$ cat config.mk
export PLATFORM = sky130hd
export DESIGN_NAME = fft_spectrum_unloader
export DESIGN_NICKNAME = d
export VERILOG_FILES = /design/src/rtl/fft_unload_pkg.sv /design/src/rtl/fft_pwr_fifo.sv /design/src/rtl/fft_spectrum_unloader.sv
export SDC_FILE = /design/constraint.sdc
export NUM_CORES = 2
export LEC_CHECK = 0
export BUFFER_PORTS_ARGS = -buffer_cell sky130_fd_sc_hd__buf_2
export CAP_MARGIN = 5
export CORE_ASPECT_RATIO = 1.4
export CORE_UTILIZATION = 35
export CTS_BUF_LIST = sky130_fd_sc_hd__clkbuf_16
export CTS_CLUSTER_DIAMETER = 40
export DETAILED_ROUTE_END_ITERATION = 6
export PLACE_DENSITY = 0.6
export SYNTH_ARGS = -nofsm -noshare
export SYNTH_HDL_FRONTEND = slang
export SYNTH_SLANG_ARGS = --single-unit
export TNS_END_PERCENT = 1
$ cat constraint.sdc
create_clock -name clk -period 10.1 [get_ports clk]
set_input_delay 0.505 -clock clk [delete_from_list [all_inputs] [get_ports clk]]
set_output_delay 0.505 -clock clk [all_outputs]
set_load 0.03 [all_outputs]
$ cat src/rtl/fft_unload_pkg.sv
// Shared types and helpers for the FFT spectrum unloader.
package fft_unload_pkg;

  typedef enum logic [2:0] {
    ST_IDLE     = 3'd0,
    ST_READ     = 3'd1,
    ST_DRAIN    = 3'd2,
    ST_FIN      = 3'd3,
    ST_WAIT_CLR = 3'd4
  } unload_state_t;

  // Bit position of the 'last' flag in a packed {last, bin, data} entry.
  function automatic int pwr_last_bit(input int dw, input int n);
    return 2 * dw + n;
  endfunction

  // Number of bins swept per frame: half spectrum for real input, else all.
  function automatic int num_bins(input int len, input int half);
    return (half != 0) ? len / 2 : len;
  endfunction

endpackage

$ cat src/rtl/fft_pwr_fifo.sv
// Synchronous FIFO holding {last, bin, power} entries between the squarer
// pipeline and the output stream. rdata reads zero while empty.
module fft_pwr_fifo #(
  parameter int W     = 8,
  parameter int DEPTH = 4,
  localparam int AW   = $clog2(DEPTH)
) (
  input  logic          clk,
  input  logic          rst,
  input  logic          flush,
  input  logic          push,
  input  logic [W-1:0]  wdata,
  input  logic          pop,
  output logic [W-1:0]  rdata,
  output logic          empty,
  output logic [AW:0]   count
);

  localparam logic [AW:0] FULL_CNT = (AW + 1)'(DEPTH);

  logic [W-1:0]  mem [DEPTH];
  logic [AW-1:0] wr_ptr;
  logic [AW-1:0] rd_ptr;
  logic          do_push;
  logic          do_pop;

  // A pop frees a slot in the same cycle, so a full FIFO still takes a push then.
  always_comb begin
    do_pop  = pop && (count != '0);
    do_push = push && ((count != FULL_CNT) || do_pop);
  end

  // Pointer and occupancy bookkeeping; flush discards everything.
  always_ff @(posedge clk) begin
    if (rst || flush) begin
      wr_ptr <= '0;
      rd_ptr <= '0;
      count  <= '0;
    end else begin
      if (do_push) wr_ptr <= wr_ptr + AW'(1);
      if (do_pop)  rd_ptr <= rd_ptr + AW'(1);
      case ({do_push, do_pop})
        2'b10:   count <= count + (AW + 1)'(1);
        2'b01:   count <= count - (AW + 1)'(1);
        default: count <= count;
      endcase
    end
  end

  // Storage array, written only on an accepted push.
  always_ff @(posedge clk) begin
    if (do_push && !flush) mem[wr_ptr] <= wdata;
  end

  assign empty = (count == '0);
  assign rdata = empty ? '0 : mem[rd_ptr];

endmodule

$ cat src/rtl/fft_spectrum_unloader.sv
// Sweeps the FFT core's DMA read port after 'done', squares each bin into
// exact power and streams {power, bin, last, exponent} downstream.
//
// Output handshake: an entry transfers on a cycle where pwr_valid && pwr_ready.
// pwr_valid never depends on pwr_ready, and pwr_data/bin/last/exp hold stable
// while pwr_valid && !pwr_ready.
module fft_spectrum_unloader
  import fft_unload_pkg::*;
#(
  parameter int FFT_LENGTH    = 1024,
  parameter int FFT_DW        = 16,
  parameter int HALF_SPECTRUM = 1,
  parameter int FIFO_DEPTH    = 4,
  localparam int FFT_N        = $clog2(FFT_LENGTH)
) (
  input  logic                    clk,
  input  logic                    rst,
  input  logic                    done,
  input  logic [7:0]              bfpexp,
  output logic                    fin,
  output logic                    dmaact,
  output logic [FFT_N-1:0]        dmaa,
  input  logic signed [FFT_DW-1:0] dmadr_real,
  input  logic signed [FFT_DW-1:0] dmadr_imag,
  output logic                    pwr_valid,
  input  logic                    pwr_ready,
  output logic [2*FFT_DW-1:0]     pwr_data,
  output logic [FFT_N-1:0]        pwr_bin,
  output logic                    pwr_last,
  output logic [7:0]              pwr_exp,
  output logic                    busy,
  output logic [2:0]              dbg_state
);

  localparam int NUM_BINS              = num_bins(FFT_LENGTH, HALF_SPECTRUM);
  localparam logic [FFT_N-1:0] LAST_ADDR = FFT_N'(NUM_BINS - 1);
  localparam int LB                    = pwr_last_bit(FFT_DW, FFT_N);
  localparam int EW                    = LB + 1;
  localparam int CW                    = $clog2(FIFO_DEPTH) + 1;
  localparam logic [CW:0] DEPTH_CNT    = (CW + 1)'(FIFO_DEPTH);

  unload_state_t state, state_nxt;

  logic [FFT_N-1:0]        ctr;
  logic [CW-1:0]           inflight;
  logic [CW-1:0]           fifo_count;
  logic                    fifo_empty;
  logic [CW:0]             occ;
  logic                    issue;
  logic                    abort;

  // Stage 1: read issued last cycle, core data present this cycle.
  logic                    s1_valid;
  logic [FFT_N-1:0]        s1_bin;
  logic                    s1_last;

  // Stage 2: registered power, pushed into the FIFO this cycle.
  logic                    p_valid;
  logic [FFT_N-1:0]        p_bin;
  logic                    p_last;
  logic [2*FFT_DW-1:0]     p_data;

  logic signed [2*FFT_DW-1:0] re_x, im_x, sq_re, sq_im;
  logic [2*FFT_DW-1:0]        pwr_sum;
  logic [EW-1:0]              fifo_rdata;

  // A read may issue only if its result is guaranteed a FIFO slot, counting
  // every read still travelling through the squarer pipeline.
  always_comb begin
    occ   = {1'b0, fifo_count} + {1'b0, inflight};
    issue = (state == ST_READ) && done && (occ < DEPTH_CNT);
    abort = ((state == ST_READ) || (state == ST_DRAIN)) && !done;
  end

  // Next-state logic for the unload sequence.
  always_comb begin
    state_nxt = state;
    case (state)
      ST_IDLE:     if (done) state_nxt = ST_READ;
      ST_READ:     if (!done) state_nxt = ST_IDLE;
                   else if (issue && (ctr == LAST_ADDR)) state_nxt = ST_DRAIN;
      ST_DRAIN:    if (!done) state_nxt = ST_IDLE;
                   else if ((inflight == '0) && fifo_empty) state_nxt = ST_FIN;
      ST_FIN:      state_nxt = ST_WAIT_CLR;
      ST_WAIT_CLR: if (!done) state_nxt = ST_IDLE;
      default:     state_nxt = ST_IDLE;
    endcase
  end

  // State register.
  always_ff @(posedge clk) begin
    if (rst) state <= ST_IDLE;
    else     state <= state_nxt;
  end

  // Bin address counter and frame exponent capture.
  always_ff @(posedge clk) begin
    if (rst) begin
      ctr     <= '0;
      pwr_exp <= '0;
    end else if (state == ST_IDLE) begin
      ctr <= '0;
      if (done) pwr_exp <= bfpexp;
    end else if (issue && (ctr != LAST_ADDR)) begin
      ctr <= ctr + FFT_N'(1);
    end
  end

  // Reads issued but not yet written into the FIFO (at most two in steady state).
  always_ff @(posedge clk) begin
    if (rst || abort) begin
      inflight <= '0;
    end else begin
      case ({issue, p_valid})
        2'b10:   inflight <= inflight + CW'(1);
        2'b01:   inflight <= inflight - CW'(1);
        default: inflight <= inflight;
      endcase
    end
  end

  // Exact squares: magnitude never exceeds 2^(2*FFT_DW-2) so the signed
  // product fits, and the sum of two fits unsigned in 2*FFT_DW bits.
  always_comb begin
    re_x    = {{FFT_DW{dmadr_real[FFT_DW-1]}}, dmadr_real};
    im_x    = {{FFT_DW{dmadr_imag[FFT_DW-1]}}, dmadr_imag};
    sq_re   = re_x * re_x;
    sq_im   = im_x * im_x;
    pwr_sum = $unsigned(sq_re) + $unsigned(sq_im);
  end

  // Squarer pipeline: bin tag and last flag travel alongside the data.
  always_ff @(posedge clk) begin
    if (rst || abort) begin
      s1_valid <= 1'b0;
      s1_bin   <= '0;
      s1_last  <= 1'b0;
      p_valid  <= 1'b0;
      p_bin    <= '0;
      p_last   <= 1'b0;
      p_data   <= '0;
    end else begin
      s1_valid <= issue;
      s1_bin   <= ctr;
      s1_last  <= (ctr == LAST_ADDR);
      p_valid  <= s1_valid;
      p_bin    <= s1_bin;
      p_last   <= s1_last;
      p_data   <= pwr_sum;
    end
  end

  fft_pwr_fifo #(
    .W     (EW),
    .DEPTH (FIFO_DEPTH)
  ) u_fifo (
    .clk   (clk),
    .rst   (rst),
    .flush (abort),
    .push  (p_valid),
    .wdata ({p_last, p_bin, p_data}),
    .pop   (pwr_valid && pwr_ready),
    .rdata (fifo_rdata),
    .empty (fifo_empty),
    .count (fifo_count)
  );

  assign pwr_valid = !fifo_empty;
  assign pwr_last  = fifo_rdata[LB];
  assign pwr_bin   = fifo_rdata[LB-1 -: FFT_N];
  assign pwr_data  = fifo_rdata[2*FFT_DW-1:0];
  assign dmaact    = issue;
  assign dmaa      = ctr;
  assign fin       = (state == ST_FIN);
  assign busy      = (state != ST_IDLE);
  assign dbg_state = state;

endmodule

* Yosys cells after proc, flatten, opt, wreduce, memory -nomap -nowiden
Memories as Yosys holds them, arrays and structs flattened. A register that Yosys moved wholly into a read port is not among the register bits.
Index checks and enable logic that the tools add are counted.
** Storage, ports and cells
- Input bits :: 44
- Memories kept :: 1
- Flip-flop bits (word level) :: 87
- Word-level logic and storage cells :: 82
- Bits in writable memories :: 172
- Output and inout bits :: 68
** Memories
- u_fifo.mem :: depth 4, width 43, read ports 1, clocked after memory_dff 1, write ports 1, RTL line fft_pwr_fifo.sv:21 : logic [W-1:0] mem [DEPTH];
** Cells by class
- Reduce and logical (&&, ||, !) cells :: 26
- Multiply operators :: 2
- Multiplexer cells :: 14
- $lt $le $gt $ge :: 1
- Add/subtract/negate cells :: 9
- Equality and inequality tests :: 15
** Operator list (count)
- multiplier 16 x 16 -> 32 bit :: 2
- two-way mux 43 bit :: 1
- adder 32 bit :: 1
- two-way mux 3 bit :: 6
- one-hot mux 3 bit (5 select lines) :: 1
- one-hot mux 3 bit (2 select lines) :: 2
- adder 10 x 1 -> 10 bit (second input constant) :: 1
- == test 10 x 9 -> 1 bit (second input constant) :: 1
- logical AND 1 bit :: 10
- inequality test 10 x 9 -> 1 bit (second input constant) :: 1
- logical NOT 3 bit :: 3
- adder 3 x 1 -> 3 bit (second input constant) :: 2
- == test 3 x 2 -> 1 bit (second input constant) :: 2
- inequality test 3 x 2 -> 1 bit (second input constant) :: 2
- nonzero test 3 bit :: 2
- subtractor 3 x 1 -> 3 bit (second input constant) :: 2
- adder 2 x 1 -> 2 bit (second input constant) :: 2
- adder 3 x 3 -> 4 bit :: 1
- == test 2 x 1 -> 1 bit (second input constant) :: 2
- == test 2 bit (second input constant) :: 2
- less-than comparator 4 x 3 -> 1 bit (second input constant) :: 1
- two-way mux 2 bit :: 2
- inequality test 2 bit (second input constant) :: 2
- AND reduction 4 bit :: 1
- other kinds (9) :: 15

* Logic depth before layout (Yosys ltp)
- Depth after elaboration :: 9
- Gate-level depth with buffers :: 26
- Gate-level depth less buffers :: 25

* Cells and area by module
From an unflattened synthesis, not the netlist that was laid out.
** Second synthesis, totals
- Cell total of the unflattened synthesis :: 2390
- Area total of the unflattened synthesis :: 27132.3 µm²
** By module, submodules not included
- fft_spectrum_unloader :: area each 19974.2 µm², sequential area each 1601.5 µm², cells an instance 2051, times used 1
- fft_pwr_fifo :: area each 7158.1 µm², sequential area each 5345.1 µm², cells an instance 339, times used 1

* Worst setup path before layout
No wires, ideal clock.
- Path type :: input -> register
- From :: in dmadr_real[2]
- To :: reg p_data[31]
- Library setup time :: 131 ps
- Data arrival time :: 7186 ps
- Path buffers :: 2
- Setup slack :: 2783 ps
- Stages on the path :: 22
- Data required time :: 9969 ps
- Path through :: clkbuf_1 > clkbuf_1 > nand2_1 > inv_1 > fa_1 > fa_1 > fa_1 > inv_1 > fa_1 > fa_1 > fa_1 > fa_1 > fa_1 > inv_1 > ha_1 > and3_1 > a2111oi_4 > o21ai_2 > a22o_1 > a2111oi_4 > or3_1 > a21oi_2
** On the way
- Longest elaborated chain between the ends :: 2
** Ends and longest elaborated chain
- from (decl) :: RTL line fft_spectrum_unloader.sv:23 : input logic signed [FFT_DW-1:0] dmadr_real,
- multiplier 16 x 16 -> 32 bit :: RTL line fft_spectrum_unloader.sv:127 : sq_re = re_x * re_x;
- adder 32 bit :: RTL line fft_spectrum_unloader.sv:129 : pwr_sum = $unsigned(sq_re) + $unsigned(sq_im);
- to (signal assigned) :: RTL line fft_spectrum_unloader.sv:149 : p_data <= pwr_sum;
- to (decl) :: RTL line fft_spectrum_unloader.sv:61 : logic [2*FFT_DW-1:0] p_data;
Every way passes these cells.
A chain may end at the register's enable or synchronous reset.

* Worst setup path after layout
- From :: in dmadr_imag[15]
- To :: reg p_data[31]
** On the way
- Longest elaborated chain between the ends :: 2
** Ends and longest elaborated chain
- from (decl) :: RTL line fft_spectrum_unloader.sv:24 : input logic signed [FFT_DW-1:0] dmadr_imag,
- multiplier 16 x 16 -> 32 bit :: RTL line fft_spectrum_unloader.sv:128 : sq_im = im_x * im_x;
- adder 32 bit :: RTL line fft_spectrum_unloader.sv:129
Every way passes these cells.

==> impl_results.html <==
<table>
<tr><th>Metric</th><th>Value</th></tr>
<tr><th colspan="2">Synthesis</th></tr>
<tr><td>Top FF cell, synth</td><td>edfxtp_1</td></tr>
<tr><td>Count of flip-flops with a built-in enable after synthesis</td><td>172</td></tr>
<tr><td>Post-synthesis async set-or-reset flop share</td><td>0%</td></tr>
<tr><td>Post-synthesis instance area</td><td>27,000 um2</td></tr>
<tr><td>Synth top area share</td><td>38.6%</td></tr>
<tr><td>Count of yosys warnings during synthesis</td><td>0</td></tr>
<tr><td>Cells after synthesis</td><td>2,394</td></tr>
<tr><td>Sequential area share after synthesis</td><td>25.7%</td></tr>
<tr><td>Cell type contributing the most total cell area after synthesis</td><td>fa_1</td></tr>
<tr><td>Cells taking the most area after synthesis</td><td>fa_1, edfxtp_1, inv_1, ha_1, dfxtp_1</td></tr>
<tr><td>Register bit count reported by yosys</td><td>between 200 and 300</td></tr>
<tr><td>Net count after synthesis</td><td>3,117</td></tr>
<tr><td>Average cell area after synthesis</td><td>11.3 um2</td></tr>
<tr><td>Yosys cell types</td><td>60</td></tr>
<tr><th colspan="2">Clocking</th></tr>
<tr><td>Cts hold-fix bufs</td><td>0</td></tr>
<tr><td>Clock transition time at the flip-flop clock pins of the worst setup and hold paths</td><td>0.06 ns</td></tr>
<tr><td>Maximum count of clock buffers along a single path</td><td>3</td></tr>
<tr><td>Total number of H-tree levels</td><td>1</td></tr>
<tr><td>Post-cts sizing count</td><td>0</td></tr>
<tr><td># clock sinks</td><td>261</td></tr>
<tr><td>Skew-Pair Late Insertion Delay</td><td>around 0.54 ns</td></tr>
<tr><td>Post-CTS Setup Inserts</td><td>0</td></tr>
<tr><td>CTS Root Buffer Type</td><td>clkbuf_16</td></tr>
<tr><td>CTS tree</td><td>done</td></tr>
<tr><td>Number of buffers inserted during clock tree synthesis</td><td>24</td></tr>
<tr><th colspan="2">Routing</th></tr>
<tr><td>Per-cell via count in the routed design</td><td>about 4.6</td></tr>
<tr><td>Detailed-route DRC error count</td><td>0</td></tr>
<tr><td>Number of search-and-repair iterations in the first detailed-routing pass</td><td>4</td></tr>
<tr><td>DRT Wirelength</td><td>approximately 58,000 um</td></tr>
<tr><td>Detailed-route via count</td><td>15,811</td></tr>
<tr><td>Iteration-0 DRC Markers</td><td>550</td></tr>
<tr><td>Antenna viol nets, final</td><td>0</td></tr>
<tr><td>Routed wire length per instance</td><td>around 17 um</td></tr>
<tr><th colspan="2">Worst setup path</th></tr>
<tr><td>FF-to-FF End</td><td>u_fifo.count[2]$_SDFFE_PP0P_</td></tr>
<tr><td>Startpoint of the most critical register-to-register path</td><td>u_fifo.count[2]$_SDFFE_PP0P_</td></tr>
<tr><td>Category of the most critical setup path</td><td>in -&gt; reg</td></tr>
<tr><td>Number of cells on the worst reg-to-reg path</td><td>7</td></tr>
<tr><td>Worst Path Arrival</td><td>approximately 8 ns</td></tr>
<tr><td>Critical path launch point type</td><td>input port</td></tr>
<tr><td>Required time worst endpoint</td><td>~10 ns</td></tr>
<tr><td>Setup crit end kind</td><td>register</td></tr>
<tr><td>Most frequent cell on the critical path</td><td>fa_1</td></tr>
<tr><td>Cell with the biggest individual delay on the critical path</td><td>and2_1</td></tr>
<tr><td>CP Cell Sequence</td><td>buf_2 &gt; and2_1 &gt; inv_1 &gt; fa_1 &gt; inv_1 &gt; fa_1 &gt; fa_1 &gt; fa_1 &gt; fa_1 &gt; fa_1 &gt; fa_1 &gt; inv_1 &gt; fa_1 &gt; inv_1 &gt; ha_1 &gt; and3_1 &gt; a2111oi_4 &gt; o21ai_2 &gt; a22o_1 &gt; a2111oi_4 &gt; or3_1 &gt; a21oi_2</td></tr>
<tr><td>Reg-to-reg slack, setup</td><td>about 7.5 ns</td></tr>
<tr><td>Maximum fanout along the worst path</td><td>30</td></tr>
<tr><td>Largest incremental delay on the critical path</td><td>0.74 ns</td></tr>
<tr><th colspan="2">Min path</th></tr>
<tr><td>Worst hold path endpoint</td><td>pwr_exp[2]$_SDFFE_PP0P_</td></tr>
<tr><td>Cell count of the worst hold path</td><td>3</td></tr>
<tr><td>Path class of the lowest-slack min-delay path</td><td>in -&gt; reg</td></tr>
<tr><td>Hold path start</td><td>bfpexp[2]</td></tr>
<tr><th colspan="2">STA</th></tr>
<tr><td>Summed negative setup slack over all endpoints</td><td>0 ns</td></tr>
<tr><td>Crit path time final</td><td>7.63 ns</td></tr>
<tr><td>Worst relative slew slack</td><td>37.4%</td></tr>
<tr><td>Worst-case clock skew</td><td>0.0363 ns</td></tr>
<tr><td>Pin slew with the least headroom to its limit</td><td>0.939 ns</td></tr>
<tr><td>Post-route clock period utilization</td><td>75.5%</td></tr>
<tr><td>RSZ-0062 raised after global routing</td><td>false</td></tr>
<tr><td>Highest clock frequency the design can meet</td><td>~130 MHz</td></tr>
<tr><td>Total count of hold-check failures in the final report</td><td>0</td></tr>
<tr><td>Number of setup violations in the final report</td><td>0</td></tr>
<tr><td>Fin. max-slew vios</td><td>0</td></tr>
<tr><th colspan="2">Placement</th></tr>
<tr><td>Buffers on Ports</td><td>111</td></tr>
<tr><td>Detailed-placement wirelength estimate</td><td>~49,000 um</td></tr>
<tr><td>Placer's final routability congestion estimate</td><td>0.886</td></tr>
<tr><td>Post-place instance area</td><td>28,700 um2</td></tr>
<tr><th colspan="2">Final layout</th></tr>
<tr><td>Util after Layout</td><td>between 30% and 40%</td></tr>
<tr><td>Layout area overhead</td><td>8.82%</td></tr>
<tr><td>Final std cell area, no fill</td><td>between 20,000 and 30,000 um2</td></tr>
<tr><td>Share of layout cells above drive strength 1</td><td>9.25%</td></tr>
<tr><td>Final #Nets</td><td>3,201</td></tr>
<tr><td>Count of antenna diodes in the layout</td><td>0</td></tr>
<tr><th colspan="2">GRT</th></tr>
<tr><td>M2 GR Usage</td><td>29.8%</td></tr>
<tr><td>Global Route Usage Sum</td><td>15.6%</td></tr>
<tr><td>Highest-utilization routing layer at the global route stage</td><td>met2</td></tr>
<tr><td>Met1 Use GR</td><td>between 10% and 20%</td></tr>
<tr><td>Met3 demand-to-capacity share in global routing</td><td>1.37%</td></tr>
<tr><td>Initial antenna violation count</td><td>4</td></tr>
<tr><td>Via count of the first global-routing pass</td><td>approximately 18,000</td></tr>
<tr><td>Congestion Overflow GR</td><td>0</td></tr>
<tr><td>Global-route wire length before repair</td><td>95,600 um</td></tr>
<tr><td>Maximum number of pins on one net before global-route repair</td><td>44</td></tr>
<tr><th colspan="2">Die</th></tr>
<tr><td>Height of the chip</td><td>331 um</td></tr>
<tr><td>Standard cell core area</td><td>between 70,000 and 80,000 um2</td></tr>
<tr><td>Top Ports</td><td>112</td></tr>
<tr><td>Starting density of the core</td><td>35.4%</td></tr>
<tr><td>Area of the die</td><td>78,400 um2</td></tr>
<tr><td>Placement Rows</td><td>120</td></tr>
<tr><td>Width of the chip</td><td>between 200 and 250 um</td></tr>
<tr><th colspan="2">Run</th></tr>
<tr><td>Max-capacitance violation count</td><td>0</td></tr>
<tr><th colspan="2">Status</th></tr>
<tr><td>Run status</td><td>finished clean</td></tr>
</table>
[cell type report]
type	count	area, um2
Tap cell	976	1220
Timing Repair Buffer	123	646
Fill cell	7385	47000
Clock inverter	20	155
Sequential cell	261	6950
Inverter	652	2450
Multi-Input combinational cell	1416	17400
Clock buffer	24	601
[flip-flops by register name, summed over array words and instances (netlist names), 3 cells and up, named ones only]
name / flops
dbg_state: 3
dmaa: 10
inflight: 3
p_bin: 10
p_data: 32
pwr_exp: 8
s1_bin: 10
u_fifo.count: 3
u_fifo.mem: 172
[cells in the mapped netlist, drive strengths merged, types with 7 or more instances]
master / count
buf: 8
a21oi: 36
xor2: 24
nand4: 7
nand2: 159
or2: 7
nor2b: 17
nor3: 11
nor2: 90
fa: 522
and3: 13
inv: 651
xnor2: 44
nand2b: 9
dfxtp: 89
edfxtp: 172
ha: 157
o21ai: 14
a21o: 15
and2: 174
mux4: 43
clkbuf: 57
or3: 7
nand3: 8
[logic make-up (layout without fill, tap and decap cells)]
kind of cell             Yosys count  after routing  synth area share (%)
AO/OA/AOI/OAI                    107            107                  2.87
AND/OR/NAND/NOR                  513            513                  9.57
multiplexers                      48             48                  3.78
other                              1              1                0.0139
buffers and inverters            717            819                  9.97
adder cells (fa/ha/maj)          679            679                  45.9
XOR/XNOR                          68             68                  2.20
flip-flops                       261            261                  25.7
[through the flow]
stage / std cells / hold WS [ns] / worst slack [ns]
floorplan: 2394 / 0.406 / 2.78
global placement: 3428 / 0.408 / 1.97
detailed placement: 3428 / 0.410 / 1.91
CTS: 3472 / 0.208 / 2.43
global route: 3472 / 0.221 / 2.09
finish: 3472 / 0.228 / 2.47
[worst max-delay path, delay by kind of cell]
| family | cells | cell delay [ns] |
|---|---|---|
| buffers and inverters | 5 | 0.83 |
| adder cells (fa/ha/maj) | 9 | 4.34 |
| AO/OA/AOI/OAI | 5 | 1.12 |
| AND/OR/NAND/NOR | 3 | 1.14 |
[layout by cell type, fill, tap and decap left out, types with 15 or more instances in the layout]
cell type | Yosys | final
a21o_1 | 15 | 15
a21oi_1 | 33 | 33
and2_1 | 174 | 170
buf_2 | 5 | 111
clkbuf_16 | 0 | 24
dfxtp_1 | 89 | 87
edfxtp_1 | 172 | 172
fa_1 | 522 | 522
ha_1 | 157 | 157
inv_1 | 651 | 658
mux4_2 | 43 | 43
nand2_1 | 159 | 159
nor2_1 | 90 | 89
nor2b_1 | 17 | 17
xnor2_1 | 44 | 44
xor2_1 | 24 | 24
[worst max-delay path by stage]
stage                     slack (ns)                    end            from
final                           2.47  p_data[31]$_SDFF_PP0_  dmadr_imag[15]
after global routing            2.09  p_data[31]$_SDFF_PP0_  dmadr_imag[15]
after CTS                       2.43  p_data[31]$_SDFF_PP0_  dmadr_imag[15]
after detailed placement        1.91  p_data[31]$_SDFF_PP0_  dmadr_imag[15]
after global placement          1.97  p_data[31]$_SDFF_PP0_  dmadr_imag[15]
after floorplan                 2.78  p_data[31]$_SDFF_PP0_   dmadr_real[2]
[metal layers]
metal,up-vias,wire length (um)
li1,7372,-
met1,8107,23500
met2,243,31000
met3,83,1630
met4,6,1970
met5,-,40
Power is left out: the tool's default activity adds up to more than one toggle a clock period on the data nets, which glitch-free logic cannot reach.
